===== src/rtl/max7219_pkg.sv =====
// Shared constants for the MAX7219 frame receiver:
// register map, frame width and receiver FSM states.
package max7219_pkg;

  localparam int FRAME_BITS = 16;
  localparam int CNT_W      = 5;

  localparam logic [3:0] ADDR_NOOP      = 4'h0;
  localparam logic [3:0] ADDR_DIGIT0    = 4'h1;
  localparam logic [3:0] ADDR_DIGIT1    = 4'h2;
  localparam logic [3:0] ADDR_DIGIT2    = 4'h3;
  localparam logic [3:0] ADDR_DIGIT3    = 4'h4;
  localparam logic [3:0] ADDR_DIGIT4    = 4'h5;
  localparam logic [3:0] ADDR_DIGIT5    = 4'h6;
  localparam logic [3:0] ADDR_DIGIT6    = 4'h7;
  localparam logic [3:0] ADDR_DIGIT7    = 4'h8;
  localparam logic [3:0] ADDR_DECODE    = 4'h9;
  localparam logic [3:0] ADDR_INTENSITY = 4'hA;
  localparam logic [3:0] ADDR_SCANLIM   = 4'hB;
  localparam logic [3:0] ADDR_SHUTDOWN  = 4'hC;
  localparam logic [3:0] ADDR_TEST      = 4'hF;

  typedef enum logic [1:0] {
    WAIT_IDLE,
    IDLE,
    SHIFT,
    COMMIT
  } state_t;

endpackage


===== src/rtl/max7219_spi_rx_if.sv =====
// Three-wire SPI link (mode 0) between a MAX7219 driver
// and a receiver; master drives, slave listens.
interface max7219_spi_rx_if;

  logic i_sck;
  logic i_cs;
  logic i_mosi;

  modport master (
    output i_sck,
    output i_cs,
    output i_mosi
  );

  modport slave (
    input i_sck,
    input i_cs,
    input i_mosi
  );

endinterface


===== src/rtl/spi_sync_edge.sv =====
// Multi-flop synchroniser for one async pin, followed by
// a history flop that yields rise/fall strobes.
module spi_sync_edge #(
  parameter int STAGES = 2
) (
  input  logic clk,
  input  logic res,
  input  logic i_d,
  output logic o_q,
  output logic o_rise,
  output logic o_fall
);

  logic [STAGES-1:0] r_sync;
  logic              r_prev;

  always_ff @(posedge clk) begin
    if (res) begin
      r_sync <= '0;
      r_prev <= 1'b0;
    end else begin
      r_sync <= {r_sync[STAGES-2:0], i_d};
      r_prev <= r_sync[STAGES-1];
    end
  end

  assign o_q    = r_sync[STAGES-1];
  assign o_rise = r_sync[STAGES-1] & ~r_prev;
  assign o_fall = ~r_sync[STAGES-1] & r_prev;

endmodule


===== src/rtl/max7219_spi_rx.sv =====
// MAX7219 frame receiver: shifts 16-bit SPI frames and keeps
// a shadow copy of the display driver register file.
module max7219_spi_rx
  import max7219_pkg::*;
#(
  parameter int SYNC_STAGES = 2
) (
  input  logic                clk,
  input  logic                res,
  max7219_spi_rx_if.slave     i_spi,
  output logic                o_frame_valid,
  output logic [3:0]          o_addr,
  output logic [7:0]          o_data,
  output logic                o_frame_err,
  output logic [63:0]         o_digits,
  output logic [7:0]          o_decode_mode,
  output logic [3:0]          o_intensity,
  output logic [2:0]          o_scan_limit,
  output logic                o_shutdown_n,
  output logic                o_display_test
);

  localparam logic [CNT_W-1:0] CNT_FULL = CNT_W'(FRAME_BITS);
  localparam logic [CNT_W-1:0] CNT_MAX  = CNT_W'(FRAME_BITS + 1);

  state_t                  r_state;
  logic [FRAME_BITS-1:0]   r_shreg;
  logic [CNT_W-1:0]        r_cnt;
  logic [SYNC_STAGES-1:0]  r_mosi_sync;

  logic                    w_sck_rise;
  logic                    w_unused_sck_q;
  logic                    w_unused_sck_fall;
  logic                    w_cs;
  logic                    w_cs_rise;
  logic                    w_cs_fall;
  logic                    w_mosi;
  logic                    w_unused_msb;
  logic [CNT_W-1:0]        w_cnt_nx;
  logic [CNT_W-1:0]        w_cnt_first;
  logic [FRAME_BITS-1:0]   w_shifted;
  logic [FRAME_BITS-1:0]   w_shreg_nx;

  spi_sync_edge #(.STAGES(SYNC_STAGES)) u_sck (
    .clk    (clk),
    .res    (res),
    .i_d    (i_spi.i_sck),
    .o_q    (w_unused_sck_q),
    .o_rise (w_sck_rise),
    .o_fall (w_unused_sck_fall)
  );

  spi_sync_edge #(.STAGES(SYNC_STAGES)) u_cs (
    .clk    (clk),
    .res    (res),
    .i_d    (i_spi.i_cs),
    .o_q    (w_cs),
    .o_rise (w_cs_rise),
    .o_fall (w_cs_fall)
  );

  // mosi tapped at the same depth as sck so the bit lines up with its edge
  always_ff @(posedge clk) begin
    if (res) begin
      r_mosi_sync <= '0;
    end else begin
      r_mosi_sync <= {r_mosi_sync[SYNC_STAGES-2:0], i_spi.i_mosi};
    end
  end

  assign w_mosi       = r_mosi_sync[SYNC_STAGES-1];
  assign w_unused_msb = r_shreg[FRAME_BITS-1];

  always_comb begin
    w_shifted   = {r_shreg[FRAME_BITS-2:0], w_mosi};
    w_shreg_nx  = r_shreg;
    w_cnt_nx    = r_cnt;
    w_cnt_first = '0;
    if (w_sck_rise) begin
      w_shreg_nx  = w_shifted;
      w_cnt_first = CNT_W'(1);
      if (r_cnt != CNT_MAX) begin
        w_cnt_nx = r_cnt + CNT_W'(1);
      end
    end
  end

  always_ff @(posedge clk) begin
    if (res) begin
      r_state        <= WAIT_IDLE;
      r_shreg        <= '0;
      r_cnt          <= '0;
      o_frame_valid  <= 1'b0;
      o_frame_err    <= 1'b0;
      o_addr         <= '0;
      o_data         <= '0;
      o_digits       <= '0;
      o_decode_mode  <= '0;
      o_intensity    <= '0;
      o_scan_limit   <= '0;
      o_shutdown_n   <= 1'b0;
      o_display_test <= 1'b0;
    end else begin
      o_frame_valid <= 1'b0;
      o_frame_err   <= 1'b0;
      unique case (r_state)
        WAIT_IDLE: begin
          if (w_cs) r_state <= IDLE;
        end
        IDLE: begin
          if (w_cs_fall) begin
            r_state <= SHIFT;
            r_cnt   <= w_cnt_first;
            r_shreg <= w_shreg_nx;
          end
        end
        SHIFT: begin
          r_cnt   <= w_cnt_nx;
          r_shreg <= w_shreg_nx;
          if (w_cs_rise) begin
            if (w_cnt_nx == CNT_FULL) begin
              r_state <= COMMIT;
            end else begin
              o_frame_err <= 1'b1;
              r_state     <= IDLE;
            end
          end
        end
        COMMIT: begin
          o_frame_valid <= 1'b1;
          o_addr        <= r_shreg[11:8];
          o_data        <= r_shreg[7:0];
          unique case (r_shreg[11:8])
            ADDR_NOOP:      ;
            ADDR_DIGIT0:    o_digits[7:0]   <= r_shreg[7:0];
            ADDR_DIGIT1:    o_digits[15:8]  <= r_shreg[7:0];
            ADDR_DIGIT2:    o_digits[23:16] <= r_shreg[7:0];
            ADDR_DIGIT3:    o_digits[31:24] <= r_shreg[7:0];
            ADDR_DIGIT4:    o_digits[39:32] <= r_shreg[7:0];
            ADDR_DIGIT5:    o_digits[47:40] <= r_shreg[7:0];
            ADDR_DIGIT6:    o_digits[55:48] <= r_shreg[7:0];
            ADDR_DIGIT7:    o_digits[63:56] <= r_shreg[7:0];
            ADDR_DECODE:    o_decode_mode   <= r_shreg[7:0];
            ADDR_INTENSITY: o_intensity     <= r_shreg[3:0];
            ADDR_SCANLIM:   o_scan_limit    <= r_shreg[2:0];
            ADDR_SHUTDOWN:  o_shutdown_n    <= r_shreg[0];
            ADDR_TEST:      o_display_test  <= r_shreg[0];
            default:        ;
          endcase
          // a new frame may already be starting while this one commits
          if (w_cs_fall) begin
            r_state <= SHIFT;
            r_cnt   <= w_cnt_first;
            r_shreg <= w_shreg_nx;
          end else begin
            r_state <= IDLE;
          end
        end
        default: r_state <= WAIT_IDLE;
      endcase
    end
  end

endmodule


===== src/flat_wrapper.sv =====
// flat-port wrapper written by rule: the top's interface ports become plain ports
module max7219_spi_rx_flat import max7219_pkg::*;
#(
  parameter int SYNC_STAGES = 2
)
  (clk, res, o_frame_valid, o_addr, o_data, o_frame_err, o_digits, o_decode_mode, o_intensity, o_scan_limit, o_shutdown_n, o_display_test, i_spi_i_sck, i_spi_i_cs, i_spi_i_mosi);
  max7219_spi_rx_if i_spi_i ();
  input  logic clk;
  input  logic res;
  output logic o_frame_valid;
  output logic [3:0] o_addr;
  output logic [7:0] o_data;
  output logic o_frame_err;
  output logic [63:0] o_digits;
  output logic [7:0] o_decode_mode;
  output logic [3:0] o_intensity;
  output logic [2:0] o_scan_limit;
  output logic o_shutdown_n;
  output logic o_display_test;
  input wire logic [$bits(i_spi_i.i_sck)-1:0] i_spi_i_sck;
  input wire logic [$bits(i_spi_i.i_cs)-1:0] i_spi_i_cs;
  input wire logic [$bits(i_spi_i.i_mosi)-1:0] i_spi_i_mosi;
  assign i_spi_i.i_sck = i_spi_i_sck;
  assign i_spi_i.i_cs = i_spi_i_cs;
  assign i_spi_i.i_mosi = i_spi_i_mosi;
  max7219_spi_rx #(.SYNC_STAGES(SYNC_STAGES)) u_core (.clk(clk), .res(res), .i_spi(i_spi_i), .o_frame_valid(o_frame_valid), .o_addr(o_addr), .o_data(o_data), .o_frame_err(o_frame_err), .o_digits(o_digits), .o_decode_mode(o_decode_mode), .o_intensity(o_intensity), .o_scan_limit(o_scan_limit), .o_shutdown_n(o_shutdown_n), .o_display_test(o_display_test));
endmodule

===== config.mk =====
export PLATFORM = sky130hd
export DESIGN_NAME = max7219_spi_rx_flat
export DESIGN_NICKNAME = d
export VERILOG_FILES = /design/src/rtl/max7219_pkg.sv /design/src/rtl/max7219_spi_rx_if.sv /design/src/rtl/spi_sync_edge.sv /design/src/rtl/max7219_spi_rx.sv /design/src/flat_wrapper.sv
export SDC_FILE = /design/constraint.sdc
export NUM_CORES = 1
export LEC_CHECK = 0
export CORE_MARGIN = 4
export CORE_UTILIZATION = 50
export CTS_CLUSTER_DIAMETER = 50
export DETAILED_ROUTE_END_ITERATION = 8
export HOLD_SLACK_MARGIN = 0.15
export PLACE_DENSITY = 0.81
export SYNTH_ARGS = -nofsm -noshare
export SYNTH_HDL_FRONTEND = slang
export SYNTH_SLANG_ARGS = --single-unit

===== constraint.sdc =====
create_clock -name clk -period 2.1 [get_ports clk]
set_input_delay 0.63 -clock clk [delete_from_list [all_inputs] [get_ports clk]]
set_output_delay 0.63 -clock clk [all_outputs]
set_load 0.1 [all_outputs]

# Word level (Yosys, flattened, before mapping)
# Index checks and enable logic that the tools add are counted.
op_classes:
  add_sub_neg: 1
  n_eq_ne: 22
  mux: 16
  n_bitwise: 8
  n_reduce_logical: 19
ops:
  columns: ["op", "n"]
  rows:
  - ["16-bit 2-to-1 mux", 2]
  - ["16-bit case mux with 2 select lines", 1]
  - ["2-bit AND reduction", 14]
  - ["4-bit equality test (second input constant)", 6]
  - ["4-bit by 3-bit equality test with 1-bit output (second input constant)", 4]
  - ["5-bit 2-to-1 mux", 3]
  - ["2-bit 2-to-1 mux", 5]
  - ["5-bit case mux with 2 select lines", 1]
  - ["4-bit by 2-bit equality test with 1-bit output (second input constant)", 2]
  - ["2-bit case mux with 4 select lines", 1]
  - ["2-bit != test (second input constant)", 3]
  - ["5-bit by 1-bit adder with 5-bit output (second input constant)", 1]
  - ["5-bit equality test (second input constant)", 1]
  - ["5-bit != test (second input constant)", 1]
  - ["1-bit NOT", 5]
  - ["2-bit equality test (second input constant)", 2]
  - ["4-bit by 1-bit equality test with 1-bit output (second input constant)", 1]
  - ["1-bit bitwise AND", 3]
  - ["1-bit 2-to-1 mux", 3]
  - ["3-bit AND reduction", 1]
  - ["3-bit OR reduction", 1]
  - ["2-bit by 1-bit equality test with 1-bit output (second input constant)", 1]
  - ["2-bit logical NOT", 1]
  - ["2-bit by 1-bit != test with 1-bit output (second input constant)", 1]
  - ["other kinds (2)", 2]
word_totals:
  ff_bits: 126
  in_bits: 5
  out_inout_bits: 95
  wordCells: 91

# Logic depth before layout (Yosys ltp)
logic_depth:
  word_depth: 7
  mapped_depth: 6
  mapped_depth_nobuf: 6

# Modules after synthesis
# Synthesis repeated with hierarchy kept, for this count alone.
hier_totals:
  hier_cells: 462
  hier_area_um2: 4539.4
by_module_without_submodules:
  columns: ["module", "instances", "cells_each", "area_each_um2", "seq_area_each_um2"]
  rows:
  - ["max7219_spi_rx", 1, 446, 4356.7, 2322.2]
  - ["spi_sync_edge", 2, 8, 91.3, 60.1]

# Worst setup path before layout
# No wires, ideal clock.
synth_timing:
  kind: "register -> register"
  from: "register u_core.r_state[0]"
  to: "register u_core.o_digits[10]"
  setup_ns: 0.128
  arrival_time_ns: 1.445
  t_required_ns: 1.972
  slack_ns: 0.528
  stages_incl_launch_ff: 7
  path_buffers: 2
  synth_period_minus_slack_ns: 1.572
  cell_sequence: "dfxtp_1 buf_2 nand2_1 or4_1 buf_2 mux2i_1 nor2_1"
synth_between:
  elab_chain_cells: 2
synth_rtl:
  columns: ["item", "line", "rtl"]
  rows:
  - ["start: declaration", "max7219_spi_rx.sv:26", "state_t r_state;"]
  - ["start signal: assignment", "max7219_spi_rx.sv:90", "r_state <= WAIT_IDLE;"]
  - ["start signal: assignment", "max7219_spi_rx.sv:108", "if (w_cs) r_state <= IDLE;"]
  - ["start signal: assignment", "max7219_spi_rx.sv:112", "r_state <= SHIFT;"]
  - ["2-bit equality test", "max7219_spi_rx.sv:106", "unique case (r_state)"]
  - ["2-bit AND reduction (no line)", null, null]
  - ["end signal: assignment", "max7219_spi_rx.sv:136", "ADDR_DIGIT1: o_digits[15:8] <= r_shreg[7:0];"]
  - ["end: declaration", "max7219_spi_rx.sv:15", "output logic [63:0] o_digits,"]
# No other way between the ends.
# A chain may end at the register's enable or synchronous reset.

# Worst setup path after layout
layout_timing:
  from: "register u_core.r_shreg[10]"
  to: "register u_core.o_digits[25]"
layout_between:
  elab_chain_cells: 2
layout_rtl:
  columns: ["item", "line", "rtl"]
  rows:
  - ["start: declaration", "max7219_spi_rx.sv:27", "logic [FRAME_BITS-1:0] r_shreg;"]
  - ["start signal: assignment", "max7219_spi_rx.sv:114", "r_shreg <= w_shreg_nx;"]
  - ["start signal: assignment", "max7219_spi_rx.sv:119", "r_shreg <= w_shreg_nx;"]
  - ["start signal: assignment", "max7219_spi_rx.sv:154", "r_shreg <= w_shreg_nx;"]
  - ["4-bit by 3-bit equality test with 1-bit output", "max7219_spi_rx.sv:133", "unique case (r_shreg[11:8])"]
  - ["2-bit AND reduction (no line)", null, null]
  - ["end signal: assignment", "max7219_spi_rx.sv:138", "ADDR_DIGIT3: o_digits[31:24] <= r_shreg[7:0];"]
# No other way between the ends.

==> flow_metrics.py <==
metrics = {
    "placed_design": {
        "hpwl_microns": 8570,
        "detailed_place.area_sq_um": 6590,
        "gpl.final_weighted_congestion": 0.874,
        "pre_cts_slack_ps": 262,
        "dp.cells": 652,
        "portBuffers": 99,
    },
    "power_and_ir_drop": {
        "comb_power_share": 0.013,
        "max-vdd-ir-drop_mv": 0.788,
        "total_power_mw": 5.11,
        "pwr-share-seq": 0.456,
        "switching_power_mw": 1.08,
        "intPower_mw": 4.02,
        "power.density_cell_area_nw_per_um2": 715,
        "p_clk_frac": 0.530,
        "p_leak_nw": 2.79,
        "netSwitchingFraction": 0.212,
    },
    "die": {
        "io_pins": 100,
        "coreArea_sq_um": 8810,
        "floorplan.initialDensity": 0.520,
        "area_of_the_die_sq_um": 10800,
        "die_x_microns": 104,
        "die-height_microns": 104,
        "rows": 34,
    },
    "synthesis": {
        "number_of_enable_flip_flop_cells_after_synthesis": 0,
        "synth_warnings": 0,
        "post_synth_inst_count": 471,
        "postSynth.asyncResetShare": 0,
        "synth_xor_xnor_area_share": 0,
        "synth.top_cell.area_share": 0.533,
        "post_synth_and_or_nand_nor_area_fraction": 0.172,
        "muxShareOfSynthArea": 0.197,
        "postSynthAreaPerCell_sq_um": 9.73,
        "netlist_top_cells_area": "dfxtp_1 (53%), mux2i_1 (20%), nor2_1 (7.7%)",
        "mappedNetlistNets": 478,
        "synth_top_family_by_area": "multiplexers",
        "synth_compound_area_frac": 0.0568,
        "post_synthesis_adder_cell_area_fraction": 0.00546,
        "synth_cell_types": 34,
        "ys_ff_latch": 122,
        "synth_flop_cell": "dfxtp_1",
        "synth_area_leader_cell": "dfxtp_1",
        "post_synth_instance_area_sq_um": 4580,
        "portion_of_the_post_synthesis_area_used_by_sequential_elements": 0.533,
    },
    "sta": {
        "rsz0062_at_grt": "false",
        "holdWs_ps": 442,
        "maxSlewViolCount": 0,
        "period_minus_slack_ps": 1960,
        "worst_clock_skew_ps": 11.6,
        "worstMarginPinSlew_ps": 797,
        "max_freq_ghz": 0.509,
        "timing.final.ws_setup_ps": 136,
        "hold_violations": 0,
        "timing.slew.headroom": 0.468,
        "tcrit_tclk_final": 0.935,
        "setup_violations": 0,
        "fin_setup_tns_ps": 0,
    },
    "min_path": {
        "worst_min_delay_path_category": "reg -> reg",
    },
    "clocking": {
        "cts.repair.resized": 0,
        "cts_buffer_depth": 2,
        "cts_tree": "built",
        "cts-hold-fix-buffers": 0,
        "clock_network_latency_to_the_later_pin_of_the_worst_skew_pair_ps": 510,
        "clk_pin_slew_ps": 50,
        "cts_htree_levels": 4,
        "clk_root_buffer_cell": "clkbuf_8",
        "total_clock_buffers_created_by_cts": 17,
        "post_cts_buffers": 0,
        "clkSinkCount": 122,
    },
    "critical_path": {
        "critical_path.max_fanout": 9,
        "critical-path-top-delay-family": "simple AND/OR/NAND/NOR gates",
        "critical-path-max-stage-delay_ps": 720,
        "critical_path.cell_chain": "nand2b_1, or4_1, mux2i_1, nor2_1",
        "worst_ep_required_time_ps": 2490,
        "critPathLaunchType": "flip-flop",
        "critical_path_class": "reg -> reg",
        "end_kind": "flip-flop",
        "worstPathArrival_ps": 2350,
        "timing.critical_path.slowest_stage_cell": "or4_1",
        "cp.buffers_inverters": 0,
    },
    "detailed_routing": {
        "via_count": 3887,
        "remaining_drc_errors": 0,
        "post_drt_wl_per_cell_microns": 20.1,
        "finalWirelength_microns": 13800,
        "firstDrtPassIters": 5,
        "detailedRoute.firstIterationViolations": 159,
        "detail-route-antenna-nets": 0,
        "post_drt_via_cell_ratio": 5.68,
    },
    "grt": {
        "grt_max_degree": 52,
        "globalRoute.totalOverflow": 0,
        "global_route_wire_length_before_repair_microns": 22500,
        "vias_in_the_first_global_route": 4152,
        "grt_util_all_layers": 0.262,
        "initial_antenna_violation_count": 0,
    },
    "finish": {
        "multi_input_comb_area_sq_um": 1970,
        "design.final.nets": 570,
        "post_route_cells_drive_above_1_share": 0.250,
        "layout-area-overhead-vs-synth_pct": 55.9,
        "area_of_all_sequential_standard_cells_sq_um": 2440,
        "final_core_utilization": 0.811,
        "num_antenna_cells": 0,
        "finalNonFillerCells": 684,
        "mostFrequentLayoutCell": "dfxtp_1",
        "number_of_filler_cells_placed_in_the_layout": 445,
        "finish.instance_area_sq_um": 7140,
        "layout_common_cells": "dfxtp_1 (122), buf_12 (95), nor2_1 (94)",
    },
    "job": {
        "drv.max_cap_violation_count": 0,
    },
    "outcome": {
        "status": "complete, no violations",
    },
}
## synthesized netlist by cell type, types with 2 or more instances
cell type / number
or4_1: 5
and2_1: 2
or3_1: 3
nor2b_1: 10
a41o_1: 2
nor3_1: 3
o21ai_0: 9
dfxtp_1: 122
ha_1: 2
nand2_1: 33
clkbuf_1: 30
a21oi_1: 25
nand3b_1: 2
nand3_1: 3
nand2b_1: 5
nand4_1: 2
nor2_2: 3
mux2i_1: 90
inv_1: 3
nor2_1: 94
buf_2: 8
a211oi_1: 3
## power by group through the flow
stage	clock (mW)	combinational, mW	sequential, mW
after global placement	0	0.0652	2.38
final	2.71	0.0689	2.33
after CTS	2.72	0.0680	2.33
after global routing	2.85	0.0746	2.33
after detailed placement	0	0.0669	2.38
after floorplan	0	0.0476	2.38
## per-layer routing
layer	global-route usage	vias to the layer above	part of all wire
met5	0	-	0
met4	0.106	0	0.026
met3	0.0970	29	0.082
met2	0.458	193	0.52
met1	0.288	1893	0.37
li1	-	1772	-
## layout make-up
class	count	area share
timing repair buffer	111	0.284
inverter	3	0.00158
clock buffer	20	0.0596
sequential	122	0.342
tap	108	0.0189
multi-input combinational	308	0.276
clock inverter	12	0.0175
## kinds of logic (layout without fill, tap and decap cells)
group / after synthesis / count (layout)
adder cells (fa/ha/maj): 2 / 2
buffers and inverters: 41 / 146
AND/OR/NAND/NOR: 171 / 171
flip-flops: 122 / 122
multiplexers: 90 / 90
AO/OA/AOI/OAI: 45 / 45
## final timing paths
check	start	endpoint	slack (ps)	cells after the start
worst min-delay path	u_core.u_sck.r_sync[0]$_SDFF_PP0_	u_core.u_sck.r_sync[1]$_SDFF_PP0_	440	1
worst max-delay path	u_core.r_shreg[10]$_SDFFE_PP0P_	u_core.o_digits[25]$_SDFFE_PP0P_	140	4
worst max register to register	u_core.r_shreg[10]$_SDFFE_PP0P_	u_core.o_digits[25]$_SDFFE_PP0P_	140	4
worst min register to register	u_core.u_sck.r_sync[0]$_SDFF_PP0_	u_core.u_sck.r_sync[1]$_SDFF_PP0_	440	1
## registers in the layout, indices dropped and copies added, names as in the netlist, 2 cells and up
| signal | cells |
|---|---|
| u_core.o_digits | 64 |
| u_core.o_data | 8 |
| u_core.r_mosi_sync | 2 |
| u_core.o_intensity | 4 |
| u_core.o_addr | 4 |
| u_core.r_state | 2 |
| u_core.o_scan_limit | 3 |
| u_core.u_cs.r_sync | 2 |
| u_core.u_sck.r_sync | 2 |
| u_core.r_cnt | 5 |
| u_core.r_shreg | 12 |
| u_core.o_decode_mode | 8 |
## worst register-to-register path, delay by kind of cell (launching register included)
| kind | cells | cell delay, ps |
|---|---|---|
| mux | 1 | 310 |
| simple gates | 3 | 1000 |
| flops | 1 | 540 |
No activity file was read; power rests on OpenSTA's default activity.
